<file path="config.mk">
export PLATFORM = sky130hd
export DESIGN_NAME = if_id_hazard_stage_flat
export DESIGN_NICKNAME = d
export VERILOG_FILES = /design/src/rtl/riscv_pkg.sv /design/src/rtl/if_id_hazard_stage_if.sv /design/src/rtl/if_id_hazard_stage_load_use_detect.sv /design/src/rtl/if_id_hazard_stage.sv /design/src/flat_wrapper.sv
export SDC_FILE = /design/constraint.sdc
export NUM_CORES = 1
export LEC_CHECK = 0
export CAP_MARGIN = 20
export CORE_MARGIN = 1.5
export CORE_UTILIZATION = 30
export CTS_BUF_LIST = sky130_fd_sc_hd__clkbuf_4 sky130_fd_sc_hd__clkbuf_8
export CTS_CLUSTER_SIZE = 16
export DETAILED_ROUTE_END_ITERATION = 8
export GPL_ROUTABILITY_DRIVEN = 0
export MAX_ROUTING_LAYER = met4
export PLACE_DENSITY_LB_ADDON = 0.2
export SLEW_MARGIN = 0
export SYNTH_ARGS = -nofsm -noshare
export SYNTH_HDL_FRONTEND = slang
export SYNTH_HIERARCHICAL = 1
export SYNTH_SLANG_ARGS = --single-unit
</file>
<file path="constraint.sdc">
create_clock -name clk_i -period 4.4 [get_ports clk_i]
set_clock_uncertainty 0.2 [all_clocks]
set_input_delay 1.1 -clock clk_i [delete_from_list [all_inputs] [get_ports clk_i]]
set_output_delay 1.1 -clock clk_i [all_outputs]
set_load 0.01 [all_outputs]
</file>
<file path="src/rtl/riscv_pkg.sv">
// rtl/riscv_pkg.sv - shared RV32 opcode, bubble and NoOp constants for the IF/ID stage
package riscv_pkg;

  localparam logic [6:0] OP_RTYPE  = 7'b0110011;
  localparam logic [6:0] OP_ITYPE  = 7'b0010011;
  localparam logic [6:0] OP_LOAD   = 7'b0000011;
  localparam logic [6:0] OP_STORE  = 7'b0100011;
  localparam logic [6:0] OP_BRANCH = 7'b1100011;

  localparam logic [1:0] NOOP_BUBBLE = 2'b01;
  localparam logic [1:0] NOOP_NONE   = 2'b00;

  // addi x0,x0,0
  localparam logic [31:0] NOP_INSTR = 32'h00000013;

  // Only R-type, store and branch read rs2; I-type shifts carry shamt in that field.
  function automatic logic uses_rs2(input logic [6:0] op);
    return (op == OP_RTYPE) || (op == OP_STORE) || (op == OP_BRANCH);
  endfunction

endpackage

</file>
<file path="src/rtl/if_id_hazard_stage_if.sv">
// rtl/if_id_hazard_stage_if.sv - IF/ID stage bus; StallCnt_o present with IF_ID_STALL_CNT_EN
interface if_id_hazard_stage_if #(
  parameter int XLEN = 32
);
  logic [XLEN-1:0] PC_i;
  logic [XLEN-1:0] Instr_i;
  logic            Flush_i;
  logic            ID_EX_MemRead_i;
  logic [4:0]      ID_EX_Rd_i;

  logic [XLEN-1:0] PC_o;
  logic [XLEN-1:0] Instr_o;
  logic [6:0]      Op_o;
  logic [4:0]      Rs1_o;
  logic [4:0]      Rs2_o;
  logic [4:0]      Rd_o;
  logic [1:0]      NoOp_o;
  logic            Stall_o;
  logic            PCWrite_o;
`ifdef IF_ID_STALL_CNT_EN
  logic [31:0]     StallCnt_o;
`endif

  // Fetch/EX side driving the stage
  modport master (
`ifdef IF_ID_STALL_CNT_EN
    input  StallCnt_o,
`endif
    output PC_i, Instr_i, Flush_i, ID_EX_MemRead_i, ID_EX_Rd_i,
    input  PC_o, Instr_o, Op_o, Rs1_o, Rs2_o, Rd_o, NoOp_o, Stall_o, PCWrite_o
  );

  // The IF/ID stage itself
  modport slave (
`ifdef IF_ID_STALL_CNT_EN
    output StallCnt_o,
`endif
    input  PC_i, Instr_i, Flush_i, ID_EX_MemRead_i, ID_EX_Rd_i,
    output PC_o, Instr_o, Op_o, Rs1_o, Rs2_o, Rd_o, NoOp_o, Stall_o, PCWrite_o
  );

endinterface

</file>
<file path="src/rtl/if_id_hazard_stage_load_use_detect.sv">
// rtl/if_id_hazard_stage_load_use_detect.sv - combinational load-use hazard detector
module load_use_detect
  import riscv_pkg::*;
(
  input  logic [6:0] i_op,
  input  logic [4:0] i_rs1,
  input  logic [4:0] i_rs2,
  input  logic       i_valid,
  input  logic       i_ex_memread,
  input  logic [4:0] i_ex_rd,
  output logic       o_stall
);

  logic w_rs1_hit;
  logic w_rs2_hit;

  // rs1 is compared for every opcode; rs2 only where the instruction really reads it
  always_comb begin
    w_rs1_hit = (i_ex_rd == i_rs1);
    w_rs2_hit = uses_rs2(i_op) && (i_ex_rd == i_rs2);
    o_stall   = i_valid && i_ex_memread && (i_ex_rd != 5'd0) && (w_rs1_hit || w_rs2_hit);
  end

endmodule

</file>
<file path="src/rtl/if_id_hazard_stage.sv">
// rtl/if_id_hazard_stage.sv - IF/ID pipeline register with load-use stall and branch flush; IF_ID_STALL_CNT_EN adds a stall counter
module if_id_hazard_stage #(
  parameter int              XLEN      = 32,
  parameter logic [XLEN-1:0] NOP_INSTR = riscv_pkg::NOP_INSTR
) (
  input  logic                 clk_i,
  input  logic                 rst_i,
  if_id_hazard_stage_if.slave  bus
);
  import riscv_pkg::*;

  logic [XLEN-1:0] r_pc;
  logic [XLEN-1:0] r_instr;
  logic            r_valid;
  logic            w_stall;

  // Flush beats stall; a stall freezes the whole register including valid
  always_ff @(posedge clk_i or negedge rst_i) begin
    if (!rst_i) begin
      r_pc    <= '0;
      r_instr <= NOP_INSTR;
      r_valid <= 1'b0;
    end else if (bus.Flush_i) begin
      r_pc    <= bus.PC_i;
      r_instr <= NOP_INSTR;
      r_valid <= 1'b0;
    end else if (!w_stall) begin
      r_pc    <= bus.PC_i;
      r_instr <= bus.Instr_i;
      r_valid <= 1'b1;
    end
  end

  load_use_detect u_detect (
    .i_op         (r_instr[6:0]),
    .i_rs1        (r_instr[19:15]),
    .i_rs2        (r_instr[24:20]),
    .i_valid      (r_valid),
    .i_ex_memread (bus.ID_EX_MemRead_i),
    .i_ex_rd      (bus.ID_EX_Rd_i),
    .o_stall      (w_stall)
  );

  assign bus.PC_o      = r_pc;
  assign bus.Instr_o   = r_instr;
  assign bus.Op_o      = r_instr[6:0];
  assign bus.Rs1_o     = r_instr[19:15];
  assign bus.Rs2_o     = r_instr[24:20];
  assign bus.Rd_o      = r_instr[11:7];
  assign bus.Stall_o   = w_stall;
  assign bus.PCWrite_o = ~w_stall;
  assign bus.NoOp_o    = (w_stall || !r_valid) ? NOOP_BUBBLE : NOOP_NONE;

`ifdef IF_ID_STALL_CNT_EN
  logic [31:0] r_stall_cnt;

  // Count stalled cycles, sticking at all-ones instead of wrapping
  always_ff @(posedge clk_i or negedge rst_i) begin
    if (!rst_i) begin
      r_stall_cnt <= '0;
    end else if (w_stall && (r_stall_cnt != 32'hFFFF_FFFF)) begin
      r_stall_cnt <= r_stall_cnt + 32'd1;
    end
  end

  assign bus.StallCnt_o = r_stall_cnt;
`endif

endmodule
</file>
<file path="src/flat_wrapper.sv">
// flat-port wrapper written by rule: the top's interface ports become plain ports
module if_id_hazard_stage_flat import riscv_pkg::*;
#(
  parameter int              XLEN      = 32,
  parameter logic [XLEN-1:0] NOP_INSTR = riscv_pkg::NOP_INSTR
)
  (clk_i, rst_i, bus_PC_i, bus_Instr_i, bus_Flush_i, bus_ID_EX_MemRead_i, bus_ID_EX_Rd_i, bus_PC_o, bus_Instr_o, bus_Op_o, bus_Rs1_o, bus_Rs2_o, bus_Rd_o, bus_NoOp_o, bus_Stall_o, bus_PCWrite_o);
  if_id_hazard_stage_if #(.XLEN(XLEN)) bus_i ();
  input  logic clk_i;
  input  logic rst_i;
  input wire logic [$bits(bus_i.PC_i)-1:0] bus_PC_i;
  input wire logic [$bits(bus_i.Instr_i)-1:0] bus_Instr_i;
  input wire logic [$bits(bus_i.Flush_i)-1:0] bus_Flush_i;
  input wire logic [$bits(bus_i.ID_EX_MemRead_i)-1:0] bus_ID_EX_MemRead_i;
  input wire logic [$bits(bus_i.ID_EX_Rd_i)-1:0] bus_ID_EX_Rd_i;
  output wire logic [$bits(bus_i.PC_o)-1:0] bus_PC_o;
  output wire logic [$bits(bus_i.Instr_o)-1:0] bus_Instr_o;
  output wire logic [$bits(bus_i.Op_o)-1:0] bus_Op_o;
  output wire logic [$bits(bus_i.Rs1_o)-1:0] bus_Rs1_o;
  output wire logic [$bits(bus_i.Rs2_o)-1:0] bus_Rs2_o;
  output wire logic [$bits(bus_i.Rd_o)-1:0] bus_Rd_o;
  output wire logic [$bits(bus_i.NoOp_o)-1:0] bus_NoOp_o;
  output wire logic [$bits(bus_i.Stall_o)-1:0] bus_Stall_o;
  output wire logic [$bits(bus_i.PCWrite_o)-1:0] bus_PCWrite_o;
  assign bus_i.PC_i = bus_PC_i;
  assign bus_i.Instr_i = bus_Instr_i;
  assign bus_i.Flush_i = bus_Flush_i;
  assign bus_i.ID_EX_MemRead_i = bus_ID_EX_MemRead_i;
  assign bus_i.ID_EX_Rd_i = bus_ID_EX_Rd_i;
  assign bus_PC_o = bus_i.PC_o;
  assign bus_Instr_o = bus_i.Instr_o;
  assign bus_Op_o = bus_i.Op_o;
  assign bus_Rs1_o = bus_i.Rs1_o;
  assign bus_Rs2_o = bus_i.Rs2_o;
  assign bus_Rd_o = bus_i.Rd_o;
  assign bus_NoOp_o = bus_i.NoOp_o;
  assign bus_Stall_o = bus_i.Stall_o;
  assign bus_PCWrite_o = bus_i.PCWrite_o;
  if_id_hazard_stage #(.XLEN(XLEN), .NOP_INSTR(NOP_INSTR)) u_core (.clk_i(clk_i), .rst_i(rst_i), .bus(bus_i));
endmodule
</file>
-- Yosys cells after proc, flatten, opt, wreduce, memory -nomap -nowiden
Index checks and enable logic that the tools add are counted.
- bitwise logic cells: 1
- equality and inequality tests: 6
- reduce and logical (&&, ||, !) cells: 10
- multiplexer cells: 7
- operators with widths (cell ; number):
    2-to-1 mux 32 bit ; 4
    equality test 7 x 6 -> 1 bit (second input constant) ; 2
    equality test 5 bit ; 2
    equality test 7 bit (second input constant) ; 1
    nonzero test 5 bit ; 1
    logical AND 1 bit ; 4
    logical OR 1 bit ; 4
    2-to-1 mux 1 bit ; 3
    != test 2 bit (second input constant) ; 1
    zero test 1 bit ; 1
    inverter 1 bit ; 1
- flip-flop bits (word level): 65
- output and inout bits: 90

-- Depth between registers and ports, before layout
- depth in word-level cells: 8
- depth in mapped cells: 8
- mapped depth without buffers: 6

-- Cells and area by module
The synthesis kept the hierarchy.
- by module, submodules not included (module ; area each (um^2) ; seq. area each (um^2) ; times used ; cells each):
    if_id_hazard_stage ; 2851.5 ; 1630.3 ; 1 ; 202
    load_use_detect ; 156.4 ; 0.0 ; 1 ; 20

-- Worst setup path before layout
OpenSTA, ideal clock, no wires.
- kind: input to output
- start point: input port bus_ID_EX_Rd_i[2]
- end point: output port bus_NoOp_o[0]
- cell stages on the path: 8
- setup slack: 0.442 ns
- arrival time: 2.658 ns
- buffers on the path: 2
- cells stage by stage: xor2_1 a2111oi_2 nand4_1 a21oi_1 buf_4 buf_4 inv_2 nand2_1
- word-level cells in the longest chain between the ends: 6
- elaborated cells on any way between the ends: 9
- RTL lines (what ; line ; source):
    start, declared ; flat_wrapper.sv:15 ; input wire logic [$bits(bus_i.ID_EX_Rd_i)-1:0] bus_ID_EX_Rd_i;
    equality test 5 bit ; if_id_hazard_stage_load_use_detect.sv:20 ; w_rs2_hit = uses_rs2(i_op) && (i_ex_rd == i_rs2);
    logical AND 1 bit ; if_id_hazard_stage_load_use_detect.sv:20 ;
    logical OR 1 bit ; if_id_hazard_stage_load_use_detect.sv:21 ; o_stall = i_valid && i_ex_memread && (i_ex_rd != 5'd0) && (w_rs1_hit || w_rs2_hit);
    logical AND 1 bit * ; if_id_hazard_stage_load_use_detect.sv:21 ;
    named net bus_Stall_o ; flat_wrapper.sv:23 ; output wire logic [$bits(bus_i.Stall_o)-1:0] bus_Stall_o;
    logical OR 1 bit * ; if_id_hazard_stage.sv:52 ; assign bus.NoOp_o = (w_stall || !r_valid) ? NOOP_BUBBLE : NOOP_NONE;
    2-to-1 mux 1 bit * ; if_id_hazard_stage.sv:52 ;
    end, declared ; flat_wrapper.sv:22 ; output wire logic [$bits(bus_i.NoOp_o)-1:0] bus_NoOp_o;
Mark *: on every way through the listed nets, which the timed path passes. The rest lies on a longest branch.

-- Worst setup path in the final report
- start point: input port bus_ID_EX_Rd_i[1]
- end point: output port bus_NoOp_o[0]
- word-level cells in the longest chain between the ends: 6
- elaborated cells on any way between the ends: 9
- RTL lines (what ; line):
    equality test 5 bit ; if_id_hazard_stage_load_use_detect.sv:20
    logical AND 1 bit ; if_id_hazard_stage_load_use_detect.sv:20
    logical OR 1 bit ; if_id_hazard_stage_load_use_detect.sv:21
    logical AND 1 bit * ; if_id_hazard_stage_load_use_detect.sv:21
    logical OR 1 bit * ; if_id_hazard_stage.sv:52
    2-to-1 mux 1 bit * ; if_id_hazard_stage.sv:52
Mark *: on every way between the ends. The rest lies on a longest branch, timed or not.

==> results_dict.tcl <==
set metrics [dict create \
    status "completed" \
    tightest_slew_ns 0.633 \
    setup_viol 0 \
    p_total_uw 1430 \
    cts-root-buf "clkbuf_8" \
    muxShareOfSynthArea 0.254 \
    ys_seq_area_frac 0.542 \
    drt_iter0_drc 36 \
    maxCapViolations 0 \
    overflow 0 \
    synth-simple-area-share 0.0603 \
    yosysMostFrequentCell "dfrtp_1" \
    regArea_um2 1630 \
    clkSinkCount 65 \
    antennaDiodeCount 0 \
    reg2reg_depth 9 \
    critPathCapture "bus_NoOp_o[0]" \
    async_flop_share 1.00 \
    slew_viol_final 0 \
    syn2layout_area_growth_pct 59.7 \
    critPathLaunchType "primary input" \
    n_fill_cell 919 \
    cp.required_ns 3.10 \
    synthTopCellsByArea "dfrtp_1, mux2_4, mux2i_1, buf_4, nor2_1" \
    stdcell_area_um2 4800 \
    min_period_ns 4.33 \
    dp_hpwl_um 5440 \
    hold_path_class "reg2reg" \
    drt-wirelength-per-cell_um 14.9 \
    htree_num_levels 3 \
    synth_nets 295 \
    port_buffers 161 \
    synth-edff-count 0 \
    r2r_slack_ns 1.46 \
    syn_area_um2 3010 \
    worst_path_max_delay_cell "clkdlybuf4s50_1" \
    hold_buffers 0 \
    synth-compound-area-share 0.0212 \
    fp-row-count 36 \
    worstReg2RegStart "u_core/bus.Instr_o[0]$_DFFE_PN1P_" \
    critPathMaxFanout 4 \
    reg2reg_to "u_core/bus.PC_o[23]$_DFFE_PN0P_" \
    clock_latency_ns 0.34 \
    synth_xor_area_frac 0.0291 \
    synth_ff_type "dfrtp_1" \
    finalCritPeriodShare 0.985 \
    worst-setup-path-type "in2out" \
    vias_per_cell 4.37 \
    postRouteAntennaNets 0 \
    multi_input_area_um2 1110 \
    start_util 0.309 \
    critPathLaunch "bus_ID_EX_Rd_i[1]" \
    fp.coreArea_um2 9730 \
    drc 0 \
    drive_above_1_share 0.169 \
    synth_seq_cells 65 \
    finalSetupTns_ns 0 \
    hold_viol 0 \
    die_area_um2 10600 \
    synth_cell_type_count 25 \
    antenna_found_initial 0 \
    dpl_cell_area_um2 4590 \
    io_pins 163 \
    p_per_area_nw_per_um2 297 \
    cp.arrival_ns 3.03 \
    placed_cells 488 \
    worstSetupEndpointType "output pin" \
    grt_pass1_vias 2184 \
    grt_max_degree 39 \
    grt_pass1_wl_um 11100 \
    yosys.area.top_type "dfrtp_1" \
    clockBufferDepth 2 \
    fin_nets 440 \
    cellLeakagePower_uw 0.00207 \
    synth_warnings 6 \
    synth_area_per_cell_um2 13.5 \
    numCtsBuffers 9 \
    synthCells 222 \
    die_h_um 103 \
    wirelength_um 7520 \
    synth_top_cells_by_count "dfrtp_1, mux2_4, nor2_1" \
    synth_top_area_frac 0.516 \
    max_freq_ghz 0.231 \
    dr.pass1.iters 4 \
    die_w_um 103 \
    rsz0062_at_grt "false" \
    ir_drop_mv 0.121 \
    synth_fa_ha_area_frac 0 \
    synth_top_family_by_area "multiplexers" \
    grt_usage 0.145 \
    max_stage_delay_ns 0.52 \
    path_cells "clkdlybuf4s50_1 -> xor2_1 -> nor3_1 -> nand4_1 -> a21oi_4 -> inv_2 -> nand2_1 -> clkdlybuf4s50_1" \
    final_cells 505 \
    slew_headroom 0.578 \
    cts.clk_slew.worst_paths_ns 0.07 \
    vias 2205 \
    cts_tree "done" \
    crit_top_cell "clkdlybuf4s50_1" \
]
==> cell usage in the layout, fill, tap and decap left out, drive strengths merged <==
cell type,n
clkinv,1
clkdlybuf4s50,158
a211o,3
nand2b,1
dlymetal6s2s,2
mux2i,29
nor3,2
nor2b,3
bufinv,1
inv,3
nand3,1
nand4,1
xnor2,2
dfrtp,62
a2111oi,1
buf,9
nand2,2
o211ai,1
xor2,8
clkbuf,10
a21oi,2
or4,1
mux2,32
clkinvlp,3
nor2,30
dfstp,3
conb,1
==> routing by layer <==
metal | GRT usage | wire (um) | vias up
li1 | - | - | 1012
met1 | 0.174 | 3250 | 1058
met2 | 0.212 | 3400 | 121
met3 | 0.0569 | 761 | 14
met4 | 0.0769 | 109 | 0
met5 | - | 0 | -
==> flip-flops by register name, summed over array words and instances (netlist names) <==
signal              flops
u_core/r_valid          1
u_core/bus.Instr_o     32
u_core/bus.PC_o        32
==> cell type report <==
cell class,count,share of cell area
repair buffers,169,0.351
clock buffers,10,0.0287
inverters,2,0.00156
well taps,133,0.0346
clock inverters,6,0.0138
flip-flops and latches,65,0.339
multi-input cells,120,0.231
==> kinds of logic after synthesis <==
kind of cell / after synthesis
XOR/XNOR: 10
multiplexers: 61
AO/OA/AOI/OAI: 7
other: 1
AND/OR/NAND/NOR: 41
buffers and inverters: 37
flip-flops: 65
==> worst min-delay path by stage <==
stage                                               start                              end  slack [ns]  depth (start not counted)
after floorplan                u_core/r_valid$_DFFE_PN0P_       u_core/r_valid$_DFFE_PN0P_        0.33                          2
after global placement    u_core/bus.PC_o[24]$_DFFE_PN0P_  u_core/bus.PC_o[24]$_DFFE_PN0P_        0.27                          1
after detailed placement  u_core/bus.PC_o[24]$_DFFE_PN0P_  u_core/bus.PC_o[24]$_DFFE_PN0P_        0.28                          1
after CTS                 u_core/bus.PC_o[24]$_DFFE_PN0P_  u_core/bus.PC_o[24]$_DFFE_PN0P_        0.30                          1
after global routing      u_core/bus.PC_o[24]$_DFFE_PN0P_  u_core/bus.PC_o[24]$_DFFE_PN0P_        0.33                          1
final                     u_core/bus.PC_o[24]$_DFFE_PN0P_  u_core/bus.PC_o[24]$_DFFE_PN0P_        0.30                          1
==> report_power, final <==
group          switching (uW)  internal (uW)  total [uW]
combinational            87.9            165         253
clock                     240            278         518
sequential               25.5            631         656
total                     354           1070        1430
==> through the flow <==
stage / util / worst slack (ns) / hold slack [ns]
after floorplan: - / 0.442 / 0.326
after global placement: 0.471 / 0.0190 / 0.270
after detailed placement: 0.471 / 0.00444 / 0.279
after CTS: 0.492 / 0.0172 / 0.299
after global routing: 0.494 / 0.0383 / 0.331
final: 0.494 / 0.0657 / 0.296
==> critical path: cells and delay by family <==
kind	cells	cell delay [ns]
xor gates and xnor gates	1	0.19
buffers and inverters	3	1.04
and+or+nand+nor	3	0.48
AOI/OAI and AO/OA	1	0.23
==> what timing repair did <==
item,CTS,global route
gates resized for setup,0,2
pin swaps,2,2
setup buffers,0,1
endpoints found under the setup margin,1,2
No activity file was read; power rests on OpenSTA's default activity.
